<file path="src/rtl/pingpong_sram_ctrl_if.sv">
// Producer/consumer stream bundle for the ping-pong SRAM controller.
// The master side is the producer+consumer; the slave side is the controller.
interface pingpong_sram_ctrl_if #(
  parameter int unsigned DW = 64
);
  logic          wr_valid;
  logic          wr_ready;
  logic [DW-1:0] wr_data;
  logic          wr_last;
  logic          rd_en;
  logic          rd_avail;
  logic          rd_valid;
  logic [DW-1:0] rd_data;
  logic          rd_last;

  modport master (
    output wr_valid, wr_data, wr_last, rd_en,
    input  wr_ready, rd_avail, rd_valid, rd_data, rd_last
  );

  modport slave (
    input  wr_valid, wr_data, wr_last, rd_en,
    output wr_ready, rd_avail, rd_valid, rd_data, rd_last
  );
endinterface

</file>
<file path="src/rtl/pingpong_sram_ctrl.sv">
// Two-bank (EVEN/ODD) ping-pong controller: producer fills one bank while the
// consumer drains the other; banks swap roles when filled/drained.
module pingpong_sram_ctrl #(
  parameter int unsigned DEPTH = 8,
  parameter int unsigned AW    = 3,
  parameter int unsigned DW    = 64
) (
  input  logic                 CLK,
  input  logic                 reset,
  pingpong_sram_ctrl_if.slave  bus,
  output logic                 CEN_EVEN,
  output logic                 WEN_EVEN,
  output logic [AW-1:0]        A_EVEN,
  output logic                 CEN_ODD,
  output logic                 WEN_ODD,
  output logic [AW-1:0]        A_ODD,
  output logic [DW-1:0]        D,
  input  logic [DW-1:0]        Q_EVEN,
  input  logic [DW-1:0]        Q_ODD
);

  localparam int unsigned LW = AW + 1;

  typedef enum logic [1:0] {
    EMPTY    = 2'd0,
    FILLING  = 2'd1,
    FULL     = 2'd2,
    DRAINING = 2'd3
  } bank_state_t;

  bank_state_t    state [2];
  logic [LW-1:0]  len   [2];
  logic           wbank, rbank;
  logic [AW-1:0]  wcnt, rcnt;
  logic           rd_valid_q, rd_last_q, rd_bank_q;

  logic wr_fire, rd_fire, wr_close, rd_close;

  // A write bank is never FULL/DRAINING and a read bank never EMPTY/FILLING,
  // so a same-cycle write and read always hit different banks.
  assign bus.wr_ready = !reset && (state[wbank] == EMPTY || state[wbank] == FILLING);
  assign bus.rd_avail = !reset && (state[rbank] == FULL  || state[rbank] == DRAINING);

  assign wr_fire  = bus.wr_valid && bus.wr_ready;
  assign rd_fire  = bus.rd_en && bus.rd_avail;
  assign wr_close = (wcnt == AW'(DEPTH - 1)) || bus.wr_last;
  assign rd_close = (LW'(rcnt) + LW'(1)) == len[rbank];

  assign bus.rd_valid = rd_valid_q;
  assign bus.rd_last  = rd_last_q;
  assign bus.rd_data  = rd_bank_q ? Q_ODD : Q_EVEN;
  assign D            = bus.wr_data;

  // Bank state machines and write/read pointers.
  always_ff @(posedge CLK) begin
    if (reset) begin
      for (int b = 0; b < 2; b++) begin
        state[b] <= EMPTY;
        len[b]   <= '0;
      end
      wbank      <= 1'b0;
      rbank      <= 1'b0;
      wcnt       <= '0;
      rcnt       <= '0;
      rd_valid_q <= 1'b0;
      rd_last_q  <= 1'b0;
      rd_bank_q  <= 1'b0;
    end else begin
      if (wr_fire) begin
        if (wr_close) begin
          len[wbank]   <= LW'(wcnt) + LW'(1);
          state[wbank] <= FULL;
          wcnt         <= '0;
          wbank        <= ~wbank;
        end else begin
          state[wbank] <= FILLING;
          wcnt         <= wcnt + AW'(1);
        end
      end
      if (rd_fire) begin
        rd_bank_q <= rbank;
        if (rd_close) begin
          state[rbank] <= EMPTY;
          rcnt         <= '0;
          rbank        <= ~rbank;
        end else begin
          state[rbank] <= DRAINING;
          rcnt         <= rcnt + AW'(1);
        end
      end
      rd_valid_q <= rd_fire;
      rd_last_q  <= rd_fire && rd_close;
    end
  end

  // SRAM pin drive; idle banks sit at CEN=1, WEN=1, A=0.
  always_comb begin
    CEN_EVEN = 1'b1;
    WEN_EVEN = 1'b1;
    A_EVEN   = '0;
    CEN_ODD  = 1'b1;
    WEN_ODD  = 1'b1;
    A_ODD    = '0;
    if (wr_fire) begin
      if (wbank) begin
        CEN_ODD  = 1'b0;
        WEN_ODD  = 1'b0;
        A_ODD    = wcnt;
      end else begin
        CEN_EVEN = 1'b0;
        WEN_EVEN = 1'b0;
        A_EVEN   = wcnt;
      end
    end
    if (rd_fire) begin
      if (rbank) begin
        CEN_ODD = 1'b0;
        A_ODD   = rcnt;
      end else begin
        CEN_EVEN = 1'b0;
        A_EVEN   = rcnt;
      end
    end
  end

endmodule

</file>
<file path="src/flat_wrapper.sv">
// flat-port wrapper written by rule: the top's interface ports become plain ports
module pingpong_sram_ctrl_flat 
#(
  parameter int unsigned DEPTH = 8,
  parameter int unsigned AW    = 3,
  parameter int unsigned DW    = 64
)
  (CLK, reset, CEN_EVEN, WEN_EVEN, A_EVEN, CEN_ODD, WEN_ODD, A_ODD, D, Q_EVEN, Q_ODD, bus_wr_valid, bus_wr_data, bus_wr_last, bus_rd_en, bus_wr_ready, bus_rd_avail, bus_rd_valid, bus_rd_data, bus_rd_last);
  pingpong_sram_ctrl_if #(.DW(DW)) bus_i ();
  input  logic CLK;
  input  logic reset;
  output logic CEN_EVEN;
  output logic WEN_EVEN;
  output logic [AW-1:0] A_EVEN;
  output logic CEN_ODD;
  output logic WEN_ODD;
  output logic [AW-1:0] A_ODD;
  output logic [DW-1:0] D;
  input  logic [DW-1:0] Q_EVEN;
  input  logic [DW-1:0] Q_ODD;
  input wire logic [$bits(bus_i.wr_valid)-1:0] bus_wr_valid;
  input wire logic [$bits(bus_i.wr_data)-1:0] bus_wr_data;
  input wire logic [$bits(bus_i.wr_last)-1:0] bus_wr_last;
  input wire logic [$bits(bus_i.rd_en)-1:0] bus_rd_en;
  output wire logic [$bits(bus_i.wr_ready)-1:0] bus_wr_ready;
  output wire logic [$bits(bus_i.rd_avail)-1:0] bus_rd_avail;
  output wire logic [$bits(bus_i.rd_valid)-1:0] bus_rd_valid;
  output wire logic [$bits(bus_i.rd_data)-1:0] bus_rd_data;
  output wire logic [$bits(bus_i.rd_last)-1:0] bus_rd_last;
  assign bus_i.wr_valid = bus_wr_valid;
  assign bus_i.wr_data = bus_wr_data;
  assign bus_i.wr_last = bus_wr_last;
  assign bus_i.rd_en = bus_rd_en;
  assign bus_wr_ready = bus_i.wr_ready;
  assign bus_rd_avail = bus_i.rd_avail;
  assign bus_rd_valid = bus_i.rd_valid;
  assign bus_rd_data = bus_i.rd_data;
  assign bus_rd_last = bus_i.rd_last;
  pingpong_sram_ctrl #(.DEPTH(DEPTH), .AW(AW), .DW(DW)) u_core (.CLK(CLK), .reset(reset), .bus(bus_i), .CEN_EVEN(CEN_EVEN), .WEN_EVEN(WEN_EVEN), .A_EVEN(A_EVEN), .CEN_ODD(CEN_ODD), .WEN_ODD(WEN_ODD), .A_ODD(A_ODD), .D(D), .Q_EVEN(Q_EVEN), .Q_ODD(Q_ODD));
endmodule
</file>
<file path="config.mk">
export PLATFORM = sky130hd
export DESIGN_NAME = pingpong_sram_ctrl_flat
export DESIGN_NICKNAME = d
export VERILOG_FILES = /design/src/rtl/pingpong_sram_ctrl_if.sv /design/src/rtl/pingpong_sram_ctrl.sv /design/src/flat_wrapper.sv
export SDC_FILE = /design/constraint.sdc
export NUM_CORES = 1
export LEC_CHECK = 0
export ABC_AREA = 1
export CORE_AREA = 4 4 131 133
export DETAILED_ROUTE_END_ITERATION = 10
export DIE_AREA = 0 0 135 137
export PLACE_DENSITY_LB_ADDON = 0.08
export SETUP_SLACK_MARGIN = 0.2
export SLEW_MARGIN = 25
export SYNTH_ARGS = -nofsm -noshare
export SYNTH_HDL_FRONTEND = slang
export SYNTH_SLANG_ARGS = --single-unit
</file>
<file path="constraint.sdc">
create_clock -name CLK -period 2.2 [get_ports CLK]
set_clock_uncertainty 0.05 [all_clocks]
set_input_delay 0.33 -clock CLK [delete_from_list [all_inputs] [get_ports CLK]]
set_output_delay 0.33 -clock CLK [all_outputs]
set_load 0.005 [all_outputs]
</file>
## Word level (Yosys, flattened, before mapping)

Memories as Yosys holds them, arrays and structs flattened. A register that Yosys moved wholly into a read port is not among the register bits.
Cells that the tools add are included.

| operators by class | value |
|---|---|
| add/subtract/negate cells | 4 |
| multiplexer cells | 54 |
| equality and inequality tests | 5 |
| reductions and logical operators | 15 |
| bitwise operators | 4 |

Operators with widths:

| cell | count |
|---|---|
| 64-bit two-way mux | 1 |
| 1-bit two-way mux | 38 |
| 3-bit two-way mux | 10 |
| 3-bit by 1-bit adder with 4-bit output, second input constant | 2 |
| 2-bit two-way mux | 4 |
| 3-bit by 1-bit adder with 3-bit output, second input constant | 2 |
| 1-bit logical AND | 5 |
| 2-bit equality test, second input constant | 2 |
| 4-bit equality test | 1 |
| 4-bit two-way mux | 1 |
| 2-bit AND reduction | 2 |
| 2-bit OR reduction | 2 |
| 4-bit OR reduction | 1 |
| 3-bit equality test, second input constant | 1 |
| 1-bit logical OR | 3 |
| 2-bit by 1-bit equality test with 1-bit output, second input constant | 1 |
| 2-bit zero test | 1 |
| 1-bit NOT | 2 |
| 1-bit bitwise OR | 2 |
| 1-bit zero test | 1 |

| word-level totals | value |
|---|---|
| RAM bits | 12 |
| flip-flop bits (word level) | 11 |
| memories kept | 2 |
| input port bits | 197 |
| output and inout port bits | 142 |

Memories:

| memory | words | width | rd ports | clocked after memory_dff | write ports | line | RTL |
|---|---|---|---|---|---|---|---|
| u_core.len | 2 | 4 | 1 | 1 | 2 | pingpong_sram_ctrl.sv:32 | `logic [LW-1:0] len [2];` |
| u_core.state | 2 | 2 | 2 | 2 | 2 | pingpong_sram_ctrl.sv:31 | `bank_state_t state [2];` |

## Depth between registers and ports, before layout

| logic depth | value |
|---|---|
| depth in word-level cells | 10 |
| mapped depth | 10 |

## Worst setup path after synthesis

Ideal clock, no wire load.

| path | value |
|---|---|
| kind | reg-to-reg |
| start point | register u_core.wcnt[0] |
| end point | memory u_core.state[0][1] (netlist name) (data pin) |
| data required time | 1.901 ns |
| clock period less this slack | 1.508 ns |
| path buffers | 0 |
| arrival time | 1.209 ns |
| cell stages (with the launch flop) | 9 |
| slack | 0.692 ns |
| path through | dfxtp_1 > ha_1 > ha_1 > nor2_1 > inv_1 > nand2_2 > nand2_1 > nand2_1 > inv_1 |

RTL lines:

| item | line | RTL |
|---|---|---|
| start, declared | pingpong_sram_ctrl.sv:34 | `logic [AW-1:0] wcnt, rcnt;` |
| start signal, assigned | pingpong_sram_ctrl.sv:77 | `wcnt <= wcnt + AW'(1);` |
| end, declared | pingpong_sram_ctrl.sv:31 |  |

## Final worst setup path

| path | value |
|---|---|
| start point | register u_core.rd_bank_q |
| end point | output port bus_rd_data[63] |

| between the ends | value |
|---|---|
| cells in the longest elaborated chain, start to end | 1 |

Ends and longest elaborated chain:

| item | line | RTL |
|---|---|---|
| start, declared | pingpong_sram_ctrl.sv:35 | `logic rd_valid_q, rd_last_q, rd_bank_q;` |
| start signal, assigned | pingpong_sram_ctrl.sv:81 | `rd_bank_q <= rbank;` |
| 64-bit two-way mux | pingpong_sram_ctrl.sv:51 | `assign bus.rd_data = rd_bank_q ? Q_ODD : Q_EVEN;` |
| end, declared | flat_wrapper.sv:28 | `output wire logic [$bits(bus_i.rd_data)-1:0] bus_rd_data;` |

No other way between the ends.

==> run_results.csv <==
group,metric,value,unit
worst_setup_path,critical-path-slowest-cell,"clkdlybuf4s50_1",
logic_synthesis,netlist_top_cells_area,"nand2_1 (36%), buf_4 (19%), edfxtp_1 (12%), dfxtp_1 (10%), inv_1 (3.7%)",
routing,drcViolationCount,0,
cts,clk-insertion-delay-late,260,ps
cells_and_area,final_net_count,812,
global_routing,global_route.overflow_total,0,
logic_synthesis,synth_seq_area_share,0.221,
worst_setup_path,timing.critical_path.cells,"buf_4, buf_16, nand2_1, nand2_1, clkdlybuf4s50_1",
routing,post_drt_via_cell_ratio,3.78,
cells_and_area,final_core_utilization,0.320,
logic_synthesis,post_synth_inst_count,439,
place,routabilityCongestion,0.782,
min_path,hold_depth,2,
min_path,holdCritStartpoint,"u_core.rcnt[0]",
timing,timing.final.crit_period,1980,ps
worst_setup_path,path_buf_inv,3,
global_routing,antenna_found_initial,0,
power,powerDensity,344,nW/um2
timing,timing.slew.headroom,0.791,
cells_and_area,final_cells,827,
cells_and_area,num-fill-cells,1693,
routing,first_iter_violations,81,
place,detailedPlacementHpwl,12200,um
worst_setup_path,worstSetupPathType,"flop to output port",
logic_synthesis,synth.cell_area,2530,um2
floorplan,chipWidth,135,um
cts,cts_buffers,3,
worst_setup_path,timing.reg2reg.setup_slack,390,ps
logic_synthesis,synth_most_common_cell,"nand2_1",
timing,final_max_slew_viol_count,0,
floorplan,initial_utilization,0.160,
worst_setup_path,cp.arrival,1600,ps
floorplan,die_h,137,um
global_routing,grt_pass1_wl,20100,um
place,detailed_place.area,4500,um2
place,dpl.cell_count,801,
worst_setup_path,worst-r2r-cell-count,10,
timing,holdWs,487,ps
logic_synthesis,synth_largest_type_area_fraction,0.361,
power,power.ir.vdd_worst,267,uV
routing,routed_wirelength,15400,um
logic_synthesis,yosys_warnings,0,
cells_and_area,layout-area-overhead-vs-synth,100,%
worst_setup_path,critical_path.reg2reg.endpoint,"u_core.len[0][1]",
routing,wl_per_cell,18.6,um
flow_run,maxCapViolations,0,
timing,final.period_utilization,0.900,
routing,dr_total_vias,3125,
place,placement.io_buffers,210,
timing,finish_stage_setup_viols,0,
worst_setup_path,crit_family,"buffers and inverters",
power,power.total,1.74,mW
logic_synthesis,synth_top_flop_cell,"dfxtp_1",
cts,cts-htree-levels,1,
min_path,hold_crit_class,"flop to flop",
cts,cts.path.max_buffers,2,
logic_synthesis,proportion_of_synthesized_flip_flops_having_asynchronous_set_or_reset,0,
worst_setup_path,r2r-start,"u_core.state[1][1]",
power,static-leakage-power,2.67,nW
floorplan,row_count,46,
logic_synthesis,yosys_register_bits,23,
floorplan,top_level_ports,339,
floorplan,core_area,15800,um2
floorplan,design.die.area,18500,um2
logic_synthesis,yosysUniqueCellTypes,25,
worst_setup_path,crit_required,1820,ps
timing,final-hold-violation-count,0,
cells_and_area,final_area,5070,um2
cells_and_area,layout-drive-gt1-share,0.136,
timing,setup_tns,0,ps
global_routing,grt_max_degree,33,
timing,fmax,505,MHz
worst_setup_path,critPathLaunchType,"flop",
cts,clock-sinks,23,
timing,finalWorstSetupSlack,219,ps
logic_synthesis,synth_nets,639,
timing,max_slew.worst_pin.slew,313,ps
cts,clockRootBuffer,"clkbuf_16",
global_routing,grt_pass1_vias,3131,
global_routing,global_route_usage_sum,0.143,
cts,cts_tree,"done",
min_path,holdPathEnd,"u_core.rcnt[0]",
cells_and_area,n_antenna_cell,0,
worst_setup_path,worst-path-max-fanout,13,
cts,clkTransAtPathRegs,60,ps
worst_setup_path,timing.critical_path.to_type,"output port",
routing,drt.antenna.violating_nets,0,
timing,rsz0062_at_grt,"yes",
logic_synthesis,ys_top_cells_by_count,"nand2_1 (244), buf_4 (64), inv_1 (25)",
worst_setup_path,slowest_delay,500,ps
run_status,status,"complete, no violations",
place,place_ws,-156,ps
logic_synthesis,cell_type_with_the_largest_total_area_after_synthesis,"nand2_1",
logic_synthesis,synth_enable_flop_cells,10,
worst_setup_path,critical_path.most_common_cell,"nand2_1",
routing,drt_pre_antenna_iters,6,
logic_synthesis,avgSynthCellArea,5.77,um2
==> where the power goes <==
| group | leakage, nW | switching, mW | internal [mW] |
|---|---|---|---|
| combinational | 2.42 | 0.332 | 0.529 |
| sequential | 0.211 | 0.0184 | 0.468 |
| clock | 0.0409 | 0.153 | 0.244 |
| total | 2.67 | 0.503 | 1.24 |
==> placed cells by master, fill, tap and decap left out, drive strengths merged <==
cell type | Yosys | final
clkinv | 0 | 1
nand2 | 250 | 250
dfxtp | 13 | 13
nand3 | 8 | 8
nor2 | 20 | 20
edfxtp | 10 | 10
clkbuf | 10 | 9
buf | 70 | 39
inv | 33 | 33
o21ai | 4 | 4
clkdlybuf4s15 | 0 | 2
o22ai | 6 | 6
a211oi | 4 | 4
a21oi | 8 | 8
clkdlybuf4s50 | 0 | 155
dlygate4sd2 | 0 | 6
dlymetal6s2s | 0 | 40
ha | 3 | 3
==> registers in the layout (all words and copies together) (netlist names), named ones only <==
register             cells
u_core.bus.rd_valid      1
u_core.bus.rd_last       1
u_core.rcnt              3
u_core.rd_bank_q         1
u_core.len               8
u_core.state             2
u_core.wbank             1
u_core.rbank             1
u_core.wcnt              3
==> layout make-up <==
type / count / area (um2) / share of cell area
timing repair buffer: 248 / 2650 / 0.522
multi-input combinational: 303 / 1370 / 0.270
sequential: 23 / 564 / 0.111
tap: 216 / 270 / 0.0533
inverter: 33 / 139 / 0.0274
clock buffer: 3 / 75.1 / 0.0148
clock inverter: 1 / 5.00 / 0.000987
==> worst max-delay path by stage <==
stage	startpoint	end	slack, ps	cells after the start
after floorplan	u_core.wcnt[0]	u_core.state[0][1]	690	8
after global routing	u_core.state[0][1]	A_EVEN[2]	140	8
after global placement	reset	A_ODD[2]	-100	8
after CTS	u_core.state[0][1]	A_EVEN[0]	90	9
final	u_core.rd_bank_q	bus_rd_data[63]	220	5
after detailed placement	reset	A_EVEN[0]	-160	8
==> cell families after synthesis <==
group                      count (synthesis)  synth area share
DFF                                       23             0.221
AOI/OAI and AO/OA                         22            0.0548
buffers and inverters                    113             0.267
and+or+nand+nor                          278             0.442
adders and majority gates                  3            0.0148
==> metal layers <==
layer | track usage | vias up | part of all wire
met3 | 0.0761 | 14 | 0.13
met5 | 0 | - | 0
met2 | 0.267 | 172 | 0.52
met1 | 0.142 | 1325 | 0.34
met4 | 0.0269 | 0 | 0.014
li1 | - | 1614 | -
==> tightest hold or removal path, stage by stage (launching register included) <==
cell,delay [ps]
dfxtp_1,360
nand2_1,80
a21oi_1,50
==> repair_timing <==
action,in CTS,in global routing
endpoints found under the setup margin,47,61
gates resized for setup,40,67
pin swaps,7,8
gates cloned,3,4
hold buffers,0,0
buffers inserted,8,7
(Power assumes the default switching activity.)
